[src/rtl/simd_execute_stage.sv]
// rtl/simd_execute_stage.sv - two-stage lane-wise SIMD execute/writeback stage
//
// Purpose: accepts one vector instruction per cycle, reads two operands from
// an 8x32 register file, computes a lane-wise result over LANES unsigned
// LANE_W-bit lanes in a two-register pipeline (E1 operands, E2 result) and
// drives the register file write port. A RAW interlock holds issue while a
// source register is the destination of an instruction still in E1 or E2.
//
// Build option: SIMD_SAT_EN - ADD/MUL saturate at all-ones and SUB at zero
// per lane; when undefined ADD/SUB/MUL wrap modulo 2^LANE_W per lane.
//
// Ports:
//   clk, rst          clock; synchronous active-high reset
//   instr_valid/ready instruction handshake (opcode, rd, rs_a, rs_b, imm)
//   addr_a, addr_b    register file read addresses (pass-through of rs_a/rs_b)
//   vec_a, vec_b      register file read data (combinational read)
//   write_enable      one-cycle write strobe per instruction
//   write_addr/data   register file write address and data
//   retired_count     number of completed writebacks, wrapping
module simd_execute_stage #(
  parameter int LANES  = 4,
  parameter int LANE_W = 8,
  parameter int ADDR_W = 3,
  parameter int CNT_W  = 16
) (
  input  logic                      clk,
  input  logic                      rst,
  input  logic                      instr_valid,
  output logic                      instr_ready,
  input  logic [2:0]                opcode,
  input  logic [ADDR_W-1:0]         rd,
  input  logic [ADDR_W-1:0]         rs_a,
  input  logic [ADDR_W-1:0]         rs_b,
  input  logic [LANE_W-1:0]         imm,
  output logic [ADDR_W-1:0]         addr_a,
  output logic [ADDR_W-1:0]         addr_b,
  input  logic [LANES*LANE_W-1:0]   vec_a,
  input  logic [LANES*LANE_W-1:0]   vec_b,
  output logic                      write_enable,
  output logic [ADDR_W-1:0]         write_addr,
  output logic [LANES*LANE_W-1:0]   write_data,
  output logic [CNT_W-1:0]          retired_count
);

  typedef enum logic [2:0] {
    OP_ADD   = 3'b000,
    OP_SUB   = 3'b001,
    OP_MUL   = 3'b010,
    OP_AND   = 3'b011,
    OP_OR    = 3'b100,
    OP_XOR   = 3'b101,
    OP_MAX   = 3'b110,
    OP_BCAST = 3'b111
  } op_e;

  // E1: captured operands
  logic                     e1_valid_q;
  op_e                      e1_op_q;
  logic [ADDR_W-1:0]        e1_rd_q;
  logic [LANES*LANE_W-1:0]  e1_a_q, e1_b_q;
  logic [LANE_W-1:0]        e1_imm_q;

  // E2: registered result, drives the write port directly
  logic                     e2_valid_q;
  logic [ADDR_W-1:0]        e2_rd_q;
  logic [LANES*LANE_W-1:0]  e2_data_q;
  logic [LANES*LANE_W-1:0]  e2_data_d;

  logic [CNT_W-1:0]         count_q;
  logic                     hit_e1, hit_e2, accept;

  assign addr_a = rs_a;
  assign addr_b = rs_b;

  // A source matching an in-flight destination would read a stale value,
  // because the register file only commits when E2 retires.
  assign hit_e1 = e1_valid_q && ((rs_a == e1_rd_q) || (rs_b == e1_rd_q));
  assign hit_e2 = e2_valid_q && ((rs_a == e2_rd_q) || (rs_b == e2_rd_q));
  assign instr_ready = !(instr_valid && (opcode != OP_BCAST) && (hit_e1 || hit_e2));
  assign accept = instr_valid && instr_ready;

  always_comb begin
    logic [LANE_W-1:0] a, b, lane;
`ifdef SIMD_SAT_EN
    logic [LANE_W:0]     sum;
    logic [2*LANE_W-1:0] prod;
`endif
    e2_data_d = '0;
    for (int i = 0; i < LANES; i++) begin
      a    = e1_a_q[i*LANE_W +: LANE_W];
      b    = e1_b_q[i*LANE_W +: LANE_W];
      lane = '0;
`ifdef SIMD_SAT_EN
      sum  = {1'b0, a} + {1'b0, b};
      prod = {{LANE_W{1'b0}}, a} * {{LANE_W{1'b0}}, b};
`endif
      unique case (e1_op_q)
`ifdef SIMD_SAT_EN
        OP_ADD:   lane = sum[LANE_W] ? '1 : sum[LANE_W-1:0];
        OP_SUB:   lane = (a < b) ? '0 : (a - b);
        OP_MUL:   lane = (|prod[2*LANE_W-1:LANE_W]) ? '1 : prod[LANE_W-1:0];
`else
        OP_ADD:   lane = a + b;
        OP_SUB:   lane = a - b;
        OP_MUL:   lane = a * b;
`endif
        OP_AND:   lane = a & b;
        OP_OR:    lane = a | b;
        OP_XOR:   lane = a ^ b;
        OP_MAX:   lane = (a > b) ? a : b;
        OP_BCAST: lane = e1_imm_q;
        default:  lane = '0;
      endcase
      e2_data_d[i*LANE_W +: LANE_W] = lane;
    end
  end

  always_ff @(posedge clk) begin
    if (rst) begin
      e1_valid_q <= 1'b0;
      e1_op_q    <= OP_ADD;
      e1_rd_q    <= '0;
      e1_a_q     <= '0;
      e1_b_q     <= '0;
      e1_imm_q   <= '0;
      e2_valid_q <= 1'b0;
      e2_rd_q    <= '0;
      e2_data_q  <= '0;
      count_q    <= '0;
    end else begin
      e1_valid_q <= accept;
      if (accept) begin
        e1_op_q  <= op_e'(opcode);
        e1_rd_q  <= rd;
        e1_a_q   <= vec_a;
        e1_b_q   <= vec_b;
        e1_imm_q <= imm;
      end
      e2_valid_q <= e1_valid_q;
      if (e1_valid_q) begin
        e2_rd_q   <= e1_rd_q;
        e2_data_q <= e2_data_d;
      end
      if (e2_valid_q) begin
        count_q <= count_q + 1'b1;
      end
    end
  end

  assign write_enable  = e2_valid_q;
  assign write_addr    = e2_rd_q;
  assign write_data    = e2_data_q;
  assign retired_count = count_q;

endmodule

[config.mk]
export PLATFORM = sky130hd
export DESIGN_NAME = simd_execute_stage
export DESIGN_NICKNAME = d
export VERILOG_FILES = /design/src/rtl/simd_execute_stage.sv
export SDC_FILE = /design/constraint.sdc
export NUM_CORES = 1
export LEC_CHECK = 0
export CAP_MARGIN = 20
export CELL_PAD_IN_SITES_DETAIL_PLACEMENT = 1
export CELL_PAD_IN_SITES_GLOBAL_PLACEMENT = 2
export CORE_UTILIZATION = 32
export CTS_CLUSTER_SIZE = 40
export DETAILED_ROUTE_END_ITERATION = 16
export GPL_ROUTABILITY_DRIVEN = 0
export PLACE_DENSITY = 0.79
export SYNTH_ARGS = -nofsm -noshare
export SYNTH_HDL_FRONTEND = slang
export SYNTH_SLANG_ARGS = --single-unit
[constraint.sdc]
create_clock -name clk -period 3.55 [get_ports clk]
set_input_delay 1.065 -clock clk [delete_from_list [all_inputs] [get_ports clk]]
set_output_delay 1.065 -clock clk [all_outputs]
set_load 0.01 [all_outputs]
Word-level counts from Yosys, hierarchy flattened
Index checks and enable logic that the tools add are counted.
{"block": "word_totals", "ram_bits": 0, "out_inout_bits": 59, "mem_count": 0, "regBits": 131, "wordCells": 69, "latch_bits": 0, "romBits": 0}
{"block": "classes", "div_mod_pow": 0, "n_reduce_logical": 10, "add_sub_neg": 9, "n_mul": 4, "n_mux": 8, "eq_ne": 12, "magnitude_cmp": 4, "shift": 0, "n_bitwise": 12}
{"op": "$pmux 8 s8", "count": 4}
{"op": "$add 8x8->8", "count": 4}
{"op": "$and 8x8->8", "count": 4}
{"op": "$gt 8x8->1", "count": 4}
{"op": "$mul 8x8->8", "count": 4}
{"op": "$mux 8", "count": 4}
{"op": "$or 8x8->8", "count": 4}
{"op": "$sub 8x8->8", "count": 4}
{"op": "$xor 8x8->8", "count": 4}
{"op": "$add 16x1->16 const B", "count": 1}
{"op": "$eq 3x3->1", "count": 4}
{"op": "$eq 3x3->1 const B", "count": 4}
{"op": "$eq 3x2->1 const B", "count": 2}
{"op": "$logic_and 1x1->1", "count": 5}
{"op": "$eq 3x1->1 const B", "count": 1}
{"op": "$logic_not 3->1", "count": 1}
{"op": "$logic_or 1x1->1", "count": 3}
{"op": "$ne 3x3->1 const B", "count": 1}
{"op": "$logic_not 1->1", "count": 1}

Longest topological paths before layout
{"block": "depth", "ltp_word": 7, "ltp_mapped": 17}

Worst setup path after synthesis
No wires, ideal clock.
{"block": "synth_path", "path_kind": "register to register", "start": "register e1_a_q[1]", "end": "register e2_data_q[7], in the netlist write_data[7]", "slack_ps": -264, "synth_period_minus_slack_ps": 3814, "arrival_ps": 3680, "stages_incl_launch_ff": 15, "setup_ps": 134, "path_cell_list": "dfxtp_1 -> nand2_1 -> fa_1 -> fa_1 -> inv_1 -> fa_1 -> inv_1 -> fa_1 -> inv_1 -> ha_1 -> a21oi_1 -> xnor2_1 -> xnor2_1 -> a221oi_1 -> a211oi_1"}
{"block": "synth_via", "elab_chain_len": 3}
{"element": "start: declaration", "line_no": "60", "rtl": "logic [LANES*LANE_W-1:0] e1_a_q, e1_b_q;"}
{"element": "start signal: assignment", "line_no": "135", "rtl": "e1_a_q <= vec_a;"}
{"element": "parallel branches: the longest is 2 deep, another holds $mul 8x8->8"}
{"element": "$pmux 8 s8 *", "line_no": "97", "rtl": "unique case (e1_op_q)"}
{"element": "end signal: assignment", "line_no": "142", "rtl": "e2_data_q <= e2_data_d;"}
{"element": "end: declaration", "line_no": "66", "rtl": "logic [LANES*LANE_W-1:0] e2_data_q;"}
Mark *: on every way between the ends.
A chain may end at the register's enable or synchronous reset.

Worst setup path after layout
{"block": "layout_path", "start": "register e1_b_q[18]", "end": "register e2_data_q[23], in the netlist write_data[23]"}
{"block": "layout_via", "elab_chain_len": 3}
{"element": "start: declaration", "line_no": "60"}
{"element": "start signal: assignment", "line_no": "136", "rtl": "e1_b_q <= vec_b;"}
{"element": "parallel branches: the longest is 2 deep, another holds $mul 8x8->8"}
{"element": "$pmux 8 s8 *", "line_no": "97"}
Marked as above.

==> impl_metrics.ini <==
[critical_path]
cp_max_fo = 4
startpoint = e1_b_q[18]
critPathKind = reg2reg
slowest_delay_ns = 0.54
reg2reg_slack_ns = -0.16
cp_slowest_cell = fa_1
crit_end = write_data[23]
crit_chain = nand2_2 -> fa_2 -> fa_1 -> inv_1 -> fa_1 -> inv_1 -> fa_1 -> inv_2 -> ha_4 -> a21oi_4 -> xnor2_2 -> xnor2_1 -> a221oi_2 -> a311oi_1
cp.required_ns = 3.92
r2r_end = write_data[23]
r2r_start = e1_b_q[18]
reg2reg_depth = 14
crit_path_end_kind = flop
crit_path_frequent_cell = fa_1
start_kind = flop
crit_arrival_ns = 4.08

[sta]
fmax_mhz = 269.3
layout_setup_ws_ns = -0.1638
finalSetupViolCount = 10
finalCritPeriodShare = 1.046
final_max_slew_viol_count = 0
tightestPinTransition_ns = 1.044
period_needed_ns = 3.714
grt_setup_unrepaired = yes
fin_skew_ns = 0.01397
slew_headroom = 0.2984
tns_ns = -0.9436
holdWs_ns = 0.4690
finalHoldViolCount = 0

[cells_and_area]
final_core_util = 0.4429
areaGrowthSynthToFinish_pct = 36.32
mostFrequentLayoutCells = 214 x nor2_1, 201 x buf_4, 164 x inv_1, 137 x clkdlybuf4s50_1, 128 x ha_1
nets = 2235
diodes = 0
final_common_cell = nor2_1
finalNonFillerCells = 2476
design_area_um2 = 18120
drive_above_1_share = 0.2274

[power]
power.density_nw_per_um2 = 310.9
leakagePower_nw = 7.946
power_mw = 5.635
vdd_ir_drop_max_v = 0.0003417

[drt]
drtIter0Drc = 524
drt_first_pass_iters = 5
wl_met3_um = 2584
finalWirelength_um = 49650
drc = 0
routed.top_layer = met4
drt-wirelength-per-cell_um = 20.05
num_vias = 12770
ant_nets = 0
wl_met1_um = 21520
wl_met2_um = 24220
routed_via_density = 5.157

[clock_network]
clock_sinks = 131
cts_hold_buf = 0
path_clk_slew_ns = 0.07
cts_tree = built
cts_made_buffers = 17
clk_latency_ns = 0.46
ctsLongestPathBuffers = 2
htree_levels = 4
cts_root_buffer = clkbuf_16

[synthesis]
synthDistinctLibCells = 66
synth_area_um2 = 13300
postSynthCellCount = 1637
syn_avg_cell_area_um2 = 8.122
yosysWarnings = 0
async_flop_share = 0
ys_ff_latch = 131
syn_nets = 1941
ys.flop_type = dfxtp_1
yosys.area.top_type = dfxtp_1
synthTopCellsByArea = dfxtp_1 20%, ha_1 15%, fa_1 8.4%
synth-edff-count = 0
ys_seq_area_frac = 0.1973
synth_top_area_frac = 0.1973

[floorplanning]
die_area_um2 = 42370
rows = 74
die_h_um = 205.8
fp.dieW_um = 205.8
initial_core_util = 0.3249
ios = 146
core-area_um2 = 40920

[global_route]
grt_pass1_vias = 13750
grt_pass1_wl_um = 77250
overflow = 0
grt_max_degree = 131
grt_usage = 0.2376
antenna_found_initial = 0

[placed_design]
hpwl_um = 37820
place_area_um2 = 16610
dp_slack_ns = -0.3717
dp_cells = 2421
io_buffers = 145

[run]
max_cap_violations = 0

[run_status]
status = finished, violations left
violations = negative setup slack

[min_path]
worstHoldStart = write_data[25]
hp-class = reg2reg
-- cells by family after synthesis --
| kind of cell | after synthesis | synth area share |
|---|---|---|
| AND/OR/NAND/NOR | 469 | 0.1513 |
| AO/OA/AOI/OAI | 294 | 0.1536 |
| buffers and inverters | 286 | 0.09110 |
| adder cells (fa/ha/maj) | 217 | 0.2358 |
| flip-flops | 131 | 0.1973 |
| XOR/XNOR | 125 | 0.08235 |
| multiplexers | 115 | 0.08856 |
-- synth_stat cells, drive strengths merged (7+ instances only) --
master and count:
a211oi 11, a21o 14, a21oi 63, a221o 8, a221oi 21, a22oi 7
and3 7, buf 46, clkbuf 38, dfxtp 131, fa 56, ha 161
inv 201, mux2i 112, nand2 134, nand2b 28, nand3 15, nor2 228
nor2b 10, nor3 20, nor4 9, o211ai 9, o21ai 69, o21bai 11
o221ai 17, o22ai 10, o32ai 14, xnor2 74, xor2 51
-- what timing repair did --
item                                    CTS  global route
pin swaps                                93            68
endpoints found under the setup margin   17            17
buffers inserted                         15             8
resized for setup                       132            70
-- critical path: cells and delay by family, from the launching register on --
| family | cells | cell delay (ns) |
|---|---|---|
| AOI/OAI and AO/OA | 3 | 0.49 |
| adders and majority gates | 5 | 2.17 |
| and+or+nand+nor | 1 | 0.07 |
| xor gates and xnor gates | 2 | 0.32 |
| DFF | 1 | 0.39 |
| buffers and inverters | 3 | 0.17 |
-- how the worst min path moves through the flow --
stage | endpoint | cells after the start
after CTS | write_data[25] | 2
after detailed placement | write_data[25] | 2
after global placement | write_data[18] | 2
after global routing | write_data[25] | 2
final | write_data[25] | 2
after floorplan | e1_imm_q[0] | 2
-- metal layers --
layer | track usage | up-vias
li1 | - | 6081
met1 | 0.2970 | 6315
met2 | 0.4019 | 298
met3 | 0.05147 | 75
met4 | 0.07931 | 0
met5 | 0 | -
-- where the power goes --
group / leakage (nW) / internal, mW / switching (mW)
clock: 0.283 / 0.975 / 0.842
combinational: 6.57 / 0.979 / 1.15
sequential: 1.09 / 1.56 / 0.125
total: 7.95 / 3.52 / 2.12
-- area by class of cell --
class | count | area, um2
timing repair buffer | 359 | 3126
tap | 532 | 665.6
multi-input combinational | 1220 | 10270
fill | 4852 | 22800
inverter | 202 | 773.2
sequential | 131 | 2718
clock inverter | 13 | 105.1
clock buffer | 19 | 464.2
-- registers in the layout, summed over array words and instances (netlist names) --
signal,cells
e1_rd_q,3
write_enable,1
e1_op_q,3
e1_a_q,32
write_addr,3
e1_imm_q,8
write_data,32
e1_valid_q,1
e1_b_q,32
retired_count,16
No activity file was read; power rests on OpenSTA's default activity.
